`src/rtl/vault_seq_lock.sv`:
```
// vault_seq_lock: parametrised sequence lock; symbols over valid/ready are checked against a key latched at arm time, with retry counting, lockout and a done hand-off
//   clk        rising-edge clock
//   reset      asynchronous active-low reset
//   start      arm pulse: latch key_in, enter ARMED (re-arms from ARMED and DONE)
//   clear      synchronous return to IDLE, beats start and symbol acceptance
//   key_in     expected sequence, symbol i at [i*SYM_W +: SYM_W]
//   sym_in     entered symbol, qualified by sym_valid
//   sym_ready  high in ARMED
//   progress   correctly matched symbols so far
//   fail_cnt   mismatches since arm or last lockout
//   err_pulse  one-cycle pulse per mismatch
//   locked_out high for exactly LOCKOUT_CYC cycles after MAX_TRIES mismatches
//   done       sequence fully matched
// Optional: define VAULT_SEQ_TIMEOUT_EN to treat TIMEOUT_CYC idle cycles mid-sequence as a mismatch.
module vault_seq_lock #(
    parameter int SYM_W       = 3,
    parameter int SEQ_LEN     = 5,
    parameter int MAX_TRIES   = 3,
    parameter int LOCKOUT_CYC = 16,
    parameter int TIMEOUT_CYC = 32,
    localparam int IDX_W      = $clog2(SEQ_LEN + 1),
    localparam int FAIL_W     = $clog2(MAX_TRIES + 1),
    localparam int LCK_W      = $clog2(LOCKOUT_CYC + 1)
) (
    input  logic                     clk,
    input  logic                     reset,
    input  logic                     start,
    input  logic                     clear,
    input  logic [SEQ_LEN*SYM_W-1:0] key_in,
    input  logic [SYM_W-1:0]         sym_in,
    input  logic                     sym_valid,
    output logic                     sym_ready,
    output logic [IDX_W-1:0]         progress,
    output logic [FAIL_W-1:0]        fail_cnt,
    output logic                     err_pulse,
    output logic                     locked_out,
    output logic                     done
);
    typedef enum logic [1:0] {IDLE, ARMED, LOCKOUT, DONE} state_t;
    state_t                   state, state_d;
    logic [SEQ_LEN*SYM_W-1:0] key_q, key_d;
    logic [IDX_W-1:0]         prog_d;
    logic [FAIL_W-1:0]        fail_d, fail_inc;
    logic                     err_d;
    logic [LCK_W-1:0]         lck_q, lck_d;
    logic [SYM_W-1:0]         key_sym;
    logic                     accept;
    logic                     tmo_hit;
    assign sym_ready  = state == ARMED;
    assign locked_out = state == LOCKOUT;
    assign done       = state == DONE;
    assign accept     = sym_valid && state == ARMED;
    assign key_sym    = key_q[progress*SYM_W +: SYM_W];
    assign fail_inc   = fail_cnt + 1'b1;
`ifdef VAULT_SEQ_TIMEOUT_EN
    localparam int TMO_W = $clog2(TIMEOUT_CYC + 1);
    logic [TMO_W-1:0] tmo_q, tmo_d;
    assign tmo_hit = state == ARMED && progress != '0 && tmo_q == TMO_W'(TIMEOUT_CYC - 1);
    // counts idle cycles mid-sequence; zero on accept, on (re)arm and while progress is 0
    assign tmo_d   = (state == ARMED && !clear && !start && !accept && !tmo_hit && progress != '0)
                   ? tmo_q + 1'b1 : '0;
    always_ff @(posedge clk or negedge reset)
        if (!reset) tmo_q <= '0;
        else        tmo_q <= tmo_d;
`else
    assign tmo_hit = 1'b0;
`endif
    always_comb begin
        state_d = state;
        key_d   = key_q;
        prog_d  = progress;
        fail_d  = fail_cnt;
        err_d   = 1'b0;
        lck_d   = lck_q;
        if (clear) begin
            state_d = IDLE;
            prog_d  = '0;
            fail_d  = '0;
            lck_d   = '0;
        end else begin
            case (state)
                IDLE:
                    if (start) begin
                        state_d = ARMED;
                        key_d   = key_in;
                        prog_d  = '0;
                        fail_d  = '0;
                    end
                ARMED:
                    // a re-arm drops any symbol offered on the same edge
                    if (start) begin
                        key_d  = key_in;
                        prog_d = '0;
                    end else if (accept && sym_in == key_sym) begin
                        prog_d  = progress + 1'b1;
                        state_d = progress == IDX_W'(SEQ_LEN - 1) ? DONE : ARMED;
                    end else if (accept || tmo_hit) begin
                        prog_d  = '0;
                        err_d   = 1'b1;
                        fail_d  = fail_inc;
                        state_d = fail_inc == FAIL_W'(MAX_TRIES) ? LOCKOUT : ARMED;
                        lck_d   = LCK_W'(LOCKOUT_CYC - 1);
                    end
                LOCKOUT:
                    if (lck_q == '0) begin
                        state_d = ARMED;
                        fail_d  = '0;
                        prog_d  = '0;
                    end else begin
                        lck_d = lck_q - 1'b1;
                    end
                DONE:
                    if (start) begin
                        state_d = ARMED;
                        key_d   = key_in;
                        prog_d  = '0;
                    end
                default: state_d = IDLE;
            endcase
        end
    end
    always_ff @(posedge clk or negedge reset) begin
        if (!reset) begin
            state     <= IDLE;
            key_q     <= '0;
            progress  <= '0;
            fail_cnt  <= '0;
            err_pulse <= 1'b0;
            lck_q     <= '0;
        end else begin
            state     <= state_d;
            key_q     <= key_d;
            progress  <= prog_d;
            fail_cnt  <= fail_d;
            err_pulse <= err_d;
            lck_q     <= lck_d;
        end
    end
endmodule
```
`config.mk`:
```
export PLATFORM = sky130hd
export DESIGN_NAME = vault_seq_lock
export DESIGN_NICKNAME = d
export VERILOG_FILES = /design/src/rtl/vault_seq_lock.sv
export SDC_FILE = /design/constraint.sdc
export NUM_CORES = 1
export LEC_CHECK = 0
export BUFFER_PORTS_ARGS = -buffer_cell sky130_fd_sc_hd__buf_2
export CAP_MARGIN = 20
export CORE_MARGIN = 2
export CORE_UTILIZATION = 62
export CTS_BUF_LIST = sky130_fd_sc_hd__clkbuf_2
export DETAILED_ROUTE_END_ITERATION = 7
export PLACE_DENSITY = 0.9
export SLEW_MARGIN = 10
export SYNTH_ARGS = -nofsm -noshare
export SYNTH_HDL_FRONTEND = slang
export SYNTH_SLANG_ARGS = --single-unit
export TNS_END_PERCENT = 20
```
`constraint.sdc`:
```
create_clock -name clk -period 6.5 [get_ports clk]
set_clock_uncertainty 0.15 [all_clocks]
set_input_delay 1.3 -clock clk [delete_from_list [all_inputs] [get_ports clk]]
set_output_delay 1.3 -clock clk [all_outputs]
set_load 0.05 [all_outputs]
```
# After elaboration in Yosys (flattened, before gate mapping)
# Cells that the tools add are included.
# totals
ff_bits	28
in_bits	23
output_inout_bits	9
wordCells	74
# classes
n_addsub	3
multipliers	1
n_eq_ne	15
n_shift	1
muxes	34
n_bitwise	1
n_reduce_logical	13
# op_table
op	count
$mux 2	14
$mux 5	5
$mux 3	6
$shiftx 15x6->3	1
$ne 3x3->1 const B	4
$pmux 2 s3	2
$pmux 5 s2	1
$pmux 3 s3	1
$eq 2x2->1 const B	3
$ne 3x2->1 const B	2
$reduce_and 3->1	2
$reduce_and 6->1	1
$logic_not 5->1	1
$mul 3x2->5 const B	1
$mux 1	5
$ne 5x3->1 const B	1
$reduce_and 5->1	1
$sub 5x1->5 const B	1
$ne 4x2->1 const B	1
$reduce_and 4->1	1
$reduce_bool 4->1	1
$add 3x1->3 const B	1
$eq 3x3->1	1
$eq 3x3->1 const B	1
9 further kinds	10

# Depth between registers and ports, before layout
# depth
ltp_word	8
ltp_mapped	8
mapped_depth_nobuf	8

# Least setup slack after synthesis
# No wires, ideal clock.
# synth_path
path_type	input port to flip-flop
from	input port start
to	register key_q[10]
setup_ns	0.125
arrival_ns	2.574
required_ns	6.225
path_slack_ns	3.652
cell_stages	4
n_path_buf	1
cell_sequence	inv_1 > nor3_1 > clkbuf_1 > mux2_2
# synth_between
elab_chain_cells	1
# synth_rtl
element	line_no	text
from (decl)	27	input logic start,
$reduce_and 3->1 (no source line)	--	
to (signal assigned)	132	key_q <= key_d;
to (decl)	41	logic [SEQ_LEN*SYM_W-1:0] key_q, key_d;
# No other way between the ends.
# A chain may end at the register's enable or synchronous reset.

# Final worst setup path
# layout_path
from	register state[0]
to	output port locked_out
# layout_between
elab_chain_cells	1
# layout_rtl
element	line_no	text
from (decl)	40	state_t state, state_d;
from (signal assigned)	131	state <= state_d;
$eq 2x2->1	50	assign locked_out = state == LOCKOUT;
to (decl)	36	output logic locked_out,
# No other way between the ends.

==> impl_results.md <==
- Outcome: finished, final reports clean
- Setup Total Neg Slack: 0 ns
- Remaining global-route overflow: 0
- Core area: 2710 sq um
- Slowest cell on the critical path: dfrtp_1
- Synth Flop Type: dfrtp_1
- Seq/Total Area, Yosys: 40.5%
- Clk Latency, worst-skew pair: 0.34 ns
- Reg area: 701 sq um
- CTS Sinks: 28
- First-pass GRT wire length: around 5700 microns
- Clock buffer depth: 2
- Crit path max-delay family: flip-flops
- Cell accounting for the most synthesized area: dfrtp_1
- Mapped Nets: 189
- Async set-reset flop share out of synthesis: 100%
- Post-CTS Setup Repair Bufs: 0
- Max-cap viol count: 0
- TritonCTS clock tree: done
- Final Max Slew Viols: 0
- Crit path kind: reg -> out
- Dpl hpwl: 2590 microns
- Synth-to-Final Area Change: 11.6%
- Die Span Y: 56.8 microns
- Final GP Congestion: 0.839
- Initial antenna violation count: 0
- CP Capture Point: locked_out
- Hold Fails Final Rpt: 0
- Final setup violation count: 0
- CTS buffer count: 3
- Syn Inst Count: 157
- Hold Buf Count CTS: 0
- FF-to-FF End: progress[1]
- Layout Utilization: 71.2%
- Vias: 1347
- Seq cells post-synth: 28
- Reg clk slew, reported paths: 0.23 ns
- Vias per cell: 6.15
- Max rail drop VDD: 0.156 mV
- Die ar.: 3230 sq um
- Antenna Nets Post-Route: 0
- CP Cell Sequence: inv_1 -> ha_1 -> buf_2
- Number of flops mapped to enable cells by yosys: 0
- Share of the synthesized area in the top cell type: about two fifths
- Router iterations before antenna repair: 4
- DIE WIDTH: between 50 and 60 microns
- Actual slew at the worst max-slew pin: 0.642 ns
- Net count, final: 222
- Cell area after synthesis: 1730 sq um
- Area occupied by multi-input gates: 961 sq um
- Share of cells above drive strength 1: a little over a third
- Crit path from: state[0]
- Yosys warnings: 0
- Relative slew slack: a little under three fifths
- Reg-to-reg setup timing slack: about 3.9 ns
- R2R cell count: 6
- CTS root buffer: clkbuf_2
- P_leak: roughly 0.00085 uW
- Critical R2R Launch: progress[0]
- Routed len/inst: 15.2 microns
- RSZ-0062 raised after global routing: false
- Critical Path End Type: primary output
- Shortest period the worst path allows: 3.02 ns
- Achievable Freq: 331 MHz
- WP buf/inv: 2
- Period utilization: ~46%
- Gr usage total: between 20 and 25%
- DR DRC count: 0
- Port bufs: 31
- Ports: 32
- Critical Path Max Stage Delay: roughly 0.45 ns
- Synth cell types: 45
- Hold crit path type: reg -> reg
- CP max FO: 9
- Vias in the first global route: 1369
- Post-cts resize count: 0
- Initial cell density of the core: 63.8%
- Fillers: 213
- Pin count of the biggest net entering global routing: 29
- Syn Area/Cell: about 11 sq um
- Levels on crit path: 3
- Synth area leaders: dfrtp_1 41%, mux2_2 10%, ha_1 6.5%, mux4_2 3.9%, a21oi_1 2.6%
- Diode count: 0
- CTS HTree Levels: 1
- Final WL: 3320 microns
- Crit path required time: 5.05 ns
- Power Density: 183 nW/um^2
- CP Data Arrival Time: approximately 1.6 ns
- Min Hold Slack: 0.373 ns
- Core Rows: 19
- DRT iter0 DRCs: 48
- Worst setup SP type: flip-flop
-- cell usage in the layout, fill, tap and decap left out, types with 3 or more instances in the layout --
cell type   n
inv_1      12
ha_1        9
mux4_2      3
and4bb_2    3
nand2b_1    3
nand2_1     7
nor2b_1     3
mux2_2     16
and3_1      3
dfrtp_1    28
clkbuf_2    3
nor2_1      6
nor3_1      3
o21ai_0     5
buf_2      31
nand4_1     3
a21oi_1     9
-- flip-flops by register name, indices dropped and copies added (netlist names) --
register,cells
key_q,15
lck_q,5
progress,3
state,2
err_pulse,1
fail_cnt,2
-- through the flow --
step | total power (uW) | cell area [sq um] | cells | setup WS, ns
after CTS | 355 | 1920 | 218 | 3.45
after global placement | 290 | 1900 | 215 | 3.46
after floorplan | 270 | 1730 | 157 | 3.65
after detailed placement | 296 | 1900 | 215 | 3.39
final | 353 | 1930 | 219 | 3.48
after global routing | 372 | 1930 | 219 | 3.38
-- cells in the mapped netlist, types with 2 or more instances --
master	count
a31oi_1	2
or4_1	2
and4bb_2	3
dfrtp_1	28
a21oi_1	9
xnor2_1	2
nor2_1	6
nand4_1	3
o21ai_0	5
o21ai_1	2
a211oi_1	2
mux2_1	2
nand2_1	7
mux4_2	3
a311oi_1	2
o31ai_1	2
ha_1	9
inv_1	12
mux2_2	16
o21a_1	2
a21oi_4	2
or2_2	2
xor2_2	2
nand2b_1	3
nor2b_1	3
clkbuf_1	2
and3_1	3
nor3_1	4
-- per-layer routing --
layer,global-route usage [%],part of all wire (%),up-vias
li1,-,-,639
met1,26.9,43,653
met5,0,0,-
met4,8.31,1.3,0
met3,3.00,5.3,6
met2,40.5,51,49
-- where the power goes --
| group | switching, uW | internal (uW) | total (uW) | leakage, uW |
|---|---|---|---|---|
| Combinational | 46.6 | 43.3 | 89.9 | 0.000491 |
| Sequential | 11.6 | 192 | 204 | 0.000350 |
| Clock | 47.0 | 12.5 | 59.5 | 0.0000125 |
| Total | 105 | 248 | 353 | 0.000854 |
-- cells by family after synthesis --
| family | count (synthesis) | share of synthesized area (%) |
|---|---|---|
| buffers and inverters | 17 | 4.20 |
| DFF | 28 | 40.5 |
| and+or+nand+nor | 41 | 14.9 |
| muxes | 21 | 15.6 |
| adders and majority gates | 9 | 6.51 |
| AOI/OAI and AO/OA | 37 | 15.3 |
| xor gates and xnor gates | 4 | 2.89 |
-- worst register-to-register path: cells and delay by family (launching register included) --
family	cells	cell delay (ns)
AO/OA/AOI/OAI	2	0.30
XOR/XNOR	1	0.21
multiplexers	1	0.60
AND/OR/NAND/NOR	2	0.65
flip-flops	1	0.61
-- how the worst min path moves through the flow --
| stage | startpoint | to | slack, ns | cells after the start |
|---|---|---|---|---|
| after global placement | lck_q[4] | lck_q[4] | 0.32 | 1 |
| after CTS | lck_q[4] | lck_q[4] | 0.38 | 1 |
| final | lck_q[4] | lck_q[4] | 0.37 | 1 |
| after detailed placement | key_q[10] | key_q[10] | 0.34 | 1 |
| after global routing | key_q[12] | key_q[12] | 0.41 | 1 |
| after floorplan | lck_q[4] | lck_q[4] | 0.30 | 1 |
-- area by class of cell --
type | instances | share of cell area, %
inverter | 13 | 2.53
sequential | 28 | 36.3
timing repair buffer | 32 | 8.62
tap | 31 | 2.01
multi-input combinational | 112 | 49.8
clock buffer | 3 | 0.778
(Power assumes the default switching activity.)
